## config.mk

```make
export PLATFORM = sky130hd
export DESIGN_NAME = mem_access_unit
export DESIGN_NICKNAME = d
export VERILOG_FILES = /design/src/rtl/mem_access_unit.sv
export SDC_FILE = /design/constraint.sdc
export NUM_CORES = 1
export LEC_CHECK = 0
export ABC_AREA = 1
export BUFFER_PORTS_ARGS = -buffer_cell sky130_fd_sc_hd__buf_2
export CAP_MARGIN = 10
export CELL_PAD_IN_SITES_DETAIL_PLACEMENT = 0
export CELL_PAD_IN_SITES_GLOBAL_PLACEMENT = 1
export CORE_MARGIN = 1
export CORE_UTILIZATION = 33
export DETAILED_ROUTE_END_ITERATION = 10
export PLACE_DENSITY = 0.92
export SLEW_MARGIN = 20
export SYNTH_ARGS = -nofsm -noshare
export SYNTH_HDL_FRONTEND = slang
export SYNTH_SLANG_ARGS = --single-unit
export TNS_END_PERCENT = 10
```

## constraint.sdc

```tcl
create_clock -name clk -period 4.2 [get_ports clk]
set_input_delay 0.84 -clock clk [delete_from_list [all_inputs] [get_ports clk]]
set_output_delay 0.84 -clock clk [all_outputs]
set_load 0.1 [all_outputs]
```

## src/rtl/mem_access_unit.sv

```systemverilog
// Memory-stage access unit: drives a handshaked data-memory port, stalls the
// pipeline until the access completes and flags misaligned, illegal or timed-out accesses.
module mem_access_unit #(
  parameter int unsigned TIMEOUT = 16
) (
  input  logic        clk,
  input  logic        reset,
  input  logic        MemtoRegM,
  input  logic        MemWriteM,
  input  logic        ByteM,
  input  logic [31:0] ALUOutM,
  input  logic [31:0] WriteDataM,
  input  logic [31:0] DRData,
  input  logic        DAck,
  output logic        DReq,
  output logic        DWe,
  output logic [31:0] DAddr,
  output logic [31:0] DWData,
  output logic [3:0]  DBe,
  output logic [31:0] ReadDataM,
  output logic        StallM,
  output logic        FaultM
);

  typedef enum logic [1:0] {
    IDLE = 2'd0,
    WAIT = 2'd1,
    DONE = 2'd2
  } state_t;

  localparam logic [7:0] TIMEOUT_LAST = 8'(TIMEOUT - 32'd1);

  state_t      state_r, state_nxt_s;
  logic [7:0]  cnt_r, cnt_nxt_s;
  logic        dreq_r, dreq_nxt_s;
  logic        dwe_r, dwe_nxt_s;
  logic [3:0]  dbe_r, dbe_nxt_s;
  logic [31:0] dwdata_r, dwdata_nxt_s;
  logic [31:0] rdata_r, rdata_nxt_s;
  logic        fault_r, fault_nxt_s;
  logic        access_s, illegal_s, timeout_s;

  function automatic logic [3:0] byte_enable(input logic byte_acc, input logic [1:0] ofs);
    logic [3:0] be;
    if (byte_acc) begin
      be = 4'b0001 << ofs;
    end else begin
      be = 4'hF;
    end
    return be;
  endfunction

  function automatic logic [31:0] store_data(input logic byte_acc, input logic [31:0] wd);
    logic [31:0] sd;
    if (byte_acc) begin
      sd = {4{wd[7:0]}};
    end else begin
      sd = wd;
    end
    return sd;
  endfunction

  // Byte loads pick the addressed lane and zero-extend it.
  function automatic logic [31:0] load_data(input logic byte_acc, input logic [1:0] ofs,
                                            input logic [31:0] rd);
    logic [31:0] ld;
    if (byte_acc) begin
      case (ofs)
        2'd0:    ld = {24'h0, rd[7:0]};
        2'd1:    ld = {24'h0, rd[15:8]};
        2'd2:    ld = {24'h0, rd[23:16]};
        2'd3:    ld = {24'h0, rd[31:24]};
        default: ld = 32'h0;
      endcase
    end else begin
      ld = rd;
    end
    return ld;
  endfunction

  assign access_s  = MemtoRegM | MemWriteM;
  assign illegal_s = (MemtoRegM & MemWriteM) | (~ByteM & (ALUOutM[1:0] != 2'b00));
  assign timeout_s = (cnt_r == TIMEOUT_LAST);

  // State and registered outputs, synchronous reset.
  always_ff @(posedge clk) begin
    if (reset) begin
      state_r  <= IDLE;
      cnt_r    <= 8'd0;
      dreq_r   <= 1'b0;
      dwe_r    <= 1'b0;
      dbe_r    <= 4'h0;
      dwdata_r <= 32'h0;
      rdata_r  <= 32'h0;
      fault_r  <= 1'b0;
    end else begin
      state_r  <= state_nxt_s;
      cnt_r    <= cnt_nxt_s;
      dreq_r   <= dreq_nxt_s;
      dwe_r    <= dwe_nxt_s;
      dbe_r    <= dbe_nxt_s;
      dwdata_r <= dwdata_nxt_s;
      rdata_r  <= rdata_nxt_s;
      fault_r  <= fault_nxt_s;
    end
  end

  // Next-state decode.
  always_comb begin
    state_nxt_s = state_r;
    case (state_r)
      IDLE: begin
        if (access_s) begin
          if (illegal_s) begin
            state_nxt_s = DONE;
          end else begin
            state_nxt_s = WAIT;
          end
        end else begin
          state_nxt_s = IDLE;
        end
      end
      WAIT: begin
        if (DAck || timeout_s) begin
          state_nxt_s = DONE;
        end else begin
          state_nxt_s = WAIT;
        end
      end
      DONE:    state_nxt_s = IDLE;
      default: state_nxt_s = IDLE;
    endcase
  end

  // Next values of the registered memory-port and result outputs.
  always_comb begin
    cnt_nxt_s    = cnt_r;
    dreq_nxt_s   = dreq_r;
    dwe_nxt_s    = dwe_r;
    dbe_nxt_s    = dbe_r;
    dwdata_nxt_s = dwdata_r;
    rdata_nxt_s  = rdata_r;
    fault_nxt_s  = fault_r;
    case (state_r)
      IDLE: begin
        cnt_nxt_s = 8'd0;
        if (access_s && !illegal_s) begin
          dreq_nxt_s   = 1'b1;
          dwe_nxt_s    = MemWriteM;
          dbe_nxt_s    = byte_enable(ByteM, ALUOutM[1:0]);
          dwdata_nxt_s = store_data(ByteM, WriteDataM);
          fault_nxt_s  = 1'b0;
        end else if (access_s) begin
          dreq_nxt_s   = 1'b0;
          dwe_nxt_s    = 1'b0;
          dbe_nxt_s    = 4'h0;
          dwdata_nxt_s = 32'h0;
          rdata_nxt_s  = 32'h0;
          fault_nxt_s  = 1'b1;
        end else begin
          dreq_nxt_s   = 1'b0;
          dwe_nxt_s    = 1'b0;
          dbe_nxt_s    = 4'h0;
          dwdata_nxt_s = 32'h0;
          fault_nxt_s  = 1'b0;
        end
      end
      WAIT: begin
        if (DAck) begin
          dreq_nxt_s   = 1'b0;
          dwe_nxt_s    = 1'b0;
          dbe_nxt_s    = 4'h0;
          dwdata_nxt_s = 32'h0;
          if (MemtoRegM) begin
            rdata_nxt_s = load_data(ByteM, ALUOutM[1:0], DRData);
          end else begin
            rdata_nxt_s = rdata_r;
          end
        end else if (timeout_s) begin
          dreq_nxt_s   = 1'b0;
          dwe_nxt_s    = 1'b0;
          dbe_nxt_s    = 4'h0;
          dwdata_nxt_s = 32'h0;
          rdata_nxt_s  = 32'h0;
          fault_nxt_s  = 1'b1;
        end else begin
          cnt_nxt_s = cnt_r + 8'd1;
        end
      end
      DONE: begin
        cnt_nxt_s    = 8'd0;
        dreq_nxt_s   = 1'b0;
        dwe_nxt_s    = 1'b0;
        dbe_nxt_s    = 4'h0;
        dwdata_nxt_s = 32'h0;
        fault_nxt_s  = 1'b0;
      end
      default: begin
        cnt_nxt_s    = 8'd0;
        dreq_nxt_s   = 1'b0;
        dwe_nxt_s    = 1'b0;
        dbe_nxt_s    = 4'h0;
        dwdata_nxt_s = 32'h0;
        rdata_nxt_s  = 32'h0;
        fault_nxt_s  = 1'b0;
      end
    endcase
  end

  // The address is only driven while a request is outstanding; upstream holds ALUOutM stable.
  assign DAddr     = dreq_r ? {ALUOutM[31:2], 2'b00} : 32'h0;
  assign DReq      = dreq_r;
  assign DWe       = dwe_r;
  assign DBe       = dbe_r;
  assign DWData    = dwdata_r;
  assign ReadDataM = rdata_r;
  assign FaultM    = fault_r;
  assign StallM    = ~reset & access_s & (state_r != DONE);

endmodule

```

; ---- Yosys cells after proc, flatten, opt, wreduce, memory -nomap -nowiden
; Index checks and enable logic that the tools add are counted.
[word_totals]
register_bits = 81
in_bits = 102
output_inout_bits = 104
wordCells = 78
[classes]
addsub = 1
n_eq_ne = 13
n_shift = 1
n_mux = 33
bitwise_logic = 12
reduce_logical = 10
[op_table]
columns = cell, count
row1 = 32-bit 2-to-1 mux, 10
row2 = 32-bit one-hot mux with 4 select lines, 1
row3 = 32-bit one-hot mux with 3 select lines, 1
row4 = 32-bit one-hot mux with 2 select lines, 1
row5 = 4-bit 2-to-1 mux, 4
row6 = 2-bit inequality test (second input constant), 5
row7 = 8-bit by 1-bit adder with 8-bit output (second input constant), 1
row8 = 8-bit by 4-bit == test with 1-bit output (second input constant), 1
row9 = 1-bit 2-to-1 mux, 8
row10 = 4-bit one-hot mux with 2 select lines, 1
row11 = 2-bit == test (second input constant), 3
row12 = 2-bit 2-to-1 mux, 3
row13 = 3-bit inequality test (second input constant), 2
row14 = 1-bit NOT, 6
row15 = 1-bit one-hot mux with 2 select lines, 3
row16 = 5-bit AND reduction, 1
row17 = 1-bit AND, 4
row18 = 2-bit by 1-bit == test with 1-bit output (second input constant), 2
row19 = 2-bit logical NOT, 2
row20 = 2-bit one-hot mux with 2 select lines, 1
row21 = 2-bit AND reduction, 2
row22 = 1-bit by 2-bit left shift with 4-bit output (first input constant), 1
row23 = 1-bit OR, 2
row24 = 2-bit nonzero test, 1
row25 = other kinds (4), 4

; ---- Logic depth before layout (Yosys ltp)
[logic_depth]
depth_word = 7
depth_mapped = 10
mapped_depth_nobuf = 10

; ---- Least setup slack after synthesis
; Ideal clock, no wire load.
[synth_path]
path_type = input to output
from = in reset
to = out StallM
arrival_time_ps = 3066
required_time_ps = 3360
slack_ps = 294
cell_stages = 2
path_buffers = 1
path_cell_list = clkbuf_1 nor3_1
[synth_via]
elab_chain_cells = 3
[synth_rtl]
columns = element, line_no
row1 = start: declaration, 7  ; input logic reset,
row2 = 1-bit NOT, 218  ; assign StallM = ~reset & access_s & (state_r != DONE);
row3 = 1-bit AND (2 in a row), 218
row4 = end: declaration, 21  ; output logic StallM,
; Every way passes these cells.

; ---- Worst setup path in the final report
[layout_path]
from = reg dreq_r, in the netlist DReq
to = out DAddr[11]
[layout_via]
elab_chain_cells = 1
[layout_rtl]
columns = element, line_no
row1 = start: declaration, 35  ; logic dreq_r, dreq_nxt_s;
row2 = start signal: assignment, 99  ; dreq_r <= dreq_nxt_s;
row3 = 32-bit 2-to-1 mux, 211  ; assign DAddr = dreq_r ? {ALUOutM[31:2], 2'b00} : 32'h0;
row4 = end: declaration, 17  ; output logic [31:0] DAddr,
; Every way passes these cells.

==> impl_metrics.sql <==
INSERT INTO impl_metrics (metric_group, metric, value, unit) VALUES
('worst_setup_path', 'worst_ep_required_time', '3.36', 'ns'),
('drt', 'routed-via-count', '4575', ''),
('grt', 'grt_use_total', '19.2', '%'),
('hold_path', 'hold_crit_class', 'register to register', ''),
('yosys', 'synthTopCellsByArea', 'dfxtp_1, nand2_1, nor2_1, a21oi_1, inv_1', ''),
('clock_tree', 'cts_max_path_buffers', '2', ''),
('place', 'place_ws', '1.24', 'ns'),
('finish', 'post_layout_util', '44.4', '%'),
('grt', 'globalRouteOverflowTotal', '0', ''),
('finish', 'antenna_cells', '0', ''),
('floorplan', 'die_w', '116', 'µm'),
('clock_tree', 'cts_root_buf', 'clkbuf_16', ''),
('grt', 'number_of_global_route_vias_before_repair', '4188', ''),
('clock_tree', 'ctsHtreeMaxLevel', '3', ''),
('power', 'power_per_cell_area', '468', 'nW/µm²'),
('grt', 'largest_net_degree_at_the_start_of_global_routing', '44', ''),
('power', 'net_switching_power', '1130', 'µW'),
('drt', 'drt-pass1-iter-count', '5', ''),
('worst_setup_path', 'critical_path.top_delay_family', 'flip-flops', ''),
('yosys', 'syn_area', '4320', 'µm²'),
('worst_setup_path', 'path_max_fanout', '32', ''),
('drt', 'route.detailed.wl_per_inst', '12.3', 'µm'),
('sta', 'worst-slew-pin-transition', '1.05', 'ns'),
('clock_tree', 'clock_insertion_delay_at_the_later_pin_of_the_skew_report', '0.33', 'ns'),
('clock_tree', 'post_cts_resize_count', '0', ''),
('finish', 'filler_cells', '1409', ''),
('floorplan', 'core_area', '12700', 'µm²'),
('floorplan', 'initial_utilization', '34.1', '%'),
('drt', 'first_iter_violations', '279', ''),
('outcome', 'status', 'complete, no violations', ''),
('worst_setup_path', 'setup.worst_path.end_class', 'primary output', ''),
('worst_setup_path', 'cp.arrival', '2.10', 'ns'),
('worst_setup_path', 'timing.reg2reg.setup_slack', '1.85', 'ns'),
('hold_path', 'whs_endpoint', 'DWData[29]', ''),
('finish', 'flow.area_growth_from_synthesis', '30.3', '%'),
('sta', 'layout_skew', '0.00461', 'ns'),
('sta', 'setup_viol_count_final', '0', ''),
('finish', 'final_cells', '1044', ''),
('worst_setup_path', 'critical-path-slowest-cell', 'dfxtp_1', ''),
('finish', 'fraction_of_layout_instances_using_a_drive_strength_above_1', '28.6', '%'),
('drt', 'drc', '0', ''),
('clock_tree', 'cts-hold-fix-buffers', '0', ''),
('worst_setup_path', 'cp_cell_sequence', 'nand2_1, inv_1, buf_2', ''),
('sta', 'worst_slew_margin_rel', '29.7', '%'),
('yosys', 'ys_dominant_reg_cell', 'dfxtp_1', ''),
('power', 'vdd_drop_max', '0.000204', 'V'),
('place', 'place_inst', '1028', ''),
('yosys', 'top_cell_types_by_occurrence_after_synthesis', 'nand2_1, nor2_1, dfxtp_1, inv_1, a21oi_1', ''),
('yosys', 'synth_largest_type_area_fraction', '37.6', '%'),
('place', 'finalWeightedCongestion', '0.813', ''),
('power', 'power_frac_seq', '33.0', '%'),
('place', 'dp_hpwl', '9370', 'µm'),
('yosys', 'yosysMostFrequentCell', 'nand2_1', ''),
('finish', 'finish.net_count', '970', ''),
('place', 'buffer_ports.inserted', '203', ''),
('hold_path', 'worst_hold_startpoint', 'DWData[29]', ''),
('power', 'power.share.combinational', '36.5', '%'),
('yosys', 'yosysSeqAreaShare', '37.6', '%'),
('grt', 'antenna_found_initial', '0', ''),
('clock_tree', 'cts-buffers-inserted', '9', ''),
('yosys', 'ys_warn_count', '0', ''),
('clock_tree', 'post-cts-setup-buffers', '0', ''),
('sta', 'report.final.slew_viol_count', '0', ''),
('flow_run', 'max_cap_violations', '0', ''),
('floorplan', 'io_pins', '206', ''),
('worst_setup_path', 'worstPathBufferInverterCount', '2', ''),
('power', 'leakagePower', '0.00322', 'µW'),
('power', 'power.share.clock', '30.5', '%'),
('sta', 'setup_ws', '1.26', 'ns'),
('clock_tree', 'clk_pin_slew', '0.06', 'ns'),
('drt', 'drt-vias-per-instance', '4.38', '');
flip-flops by register name (all words and copies together), names as in the netlist:
name / flops
DReq: 1
cnt_r: 8
DWe: 1
state_r: 2
ReadDataM: 32
FaultM: 1
DWData: 32
DBe: 4
cell usage in the layout, fill, tap and decap left out, types with 5 or more instances in the layout:
cell type	instances
a21oi_1	55
nor2_4	5
nand3_2	15
inv_1	70
buf_2	203
clkbuf_16	9
dfxtp_1	81
nand3_1	22
nand2_1	282
nor2_1	95
o21ai_0	9
worst min-delay path, delay by kind of cell, from the launching register on:
family,cells,cell delay [ns]
DFF,1,0.31
and+or+nand+nor,1,0.06
AOI/OAI and AO/OA,1,0.05
power groups by stage:
stage	clock network, µW	logic (µW)	registers [µW]
detailed placement	0	964	886
floorplan	0	385	1300
global route	855	1020	875
CTS	826	966	869
finish	802	960	869
global placement	0	962	884
per-layer routing:
layer | wire (µm) | track usage [%]
met2 | 6040 | 31.4
met5 | 0 | 0
met4 | 117 | 4.87
met3 | 834 | 5.29
met1 | 5810 | 24.8
cells by family (layout without fill, tap and decap cells):
| family | Yosys count | after routing | synth area share (%) |
|---|---|---|---|
| buffers and inverters | 109 | 294 | 12.2 |
| other | 1 | 2 | 0.0869 |
| xor gates and xnor gates | 1 | 1 | 0.203 |
| adders and majority gates | 1 | 1 | 0.290 |
| DFF | 81 | 81 | 37.6 |
| and+or+nand+nor | 427 | 427 | 41.7 |
| AOI/OAI and AO/OA | 66 | 66 | 8.00 |
stage by stage:
stage | instance area, µm² | hold slack, ns
2_1_floorplan | 4320 | 0.448
3_3_place_gp | 5320 | 0.446
3_5_place_dp | 5320 | 0.449
4_1_cts | 5620 | 0.461
5_1_grt | 5620 | 0.475
6_report | 5620 | 0.460
worst max path at each step:
stage / from / end / slack (ns) / cells after the start
floorplan: reset / StallM / 0.29 / 2
finish: DReq / DAddr[11] / 1.26 / 3
global route: DReq / DAddr[11] / 1.14 / 3
global placement: reset / StallM / 1.29 / 3
CTS: DReq / DAddr[11] / 1.27 / 3
detailed placement: ByteM / ReadDataM[30] / 1.24 / 9
final cells by class:
type / count / area [µm²] / share of cell area [%]
inverters: 73 / 274 / 4.87
clock buffers: 12 / 256 / 4.56
repair buffers: 205 / 1030 / 18.3
flip-flops and latches: 81 / 1620 / 28.8
multi-input cells: 497 / 2170 / 38.7
well taps: 172 / 215 / 3.83
clock inverters: 4 / 51.3 / 0.912
Power figures use the tool's default switching activity.
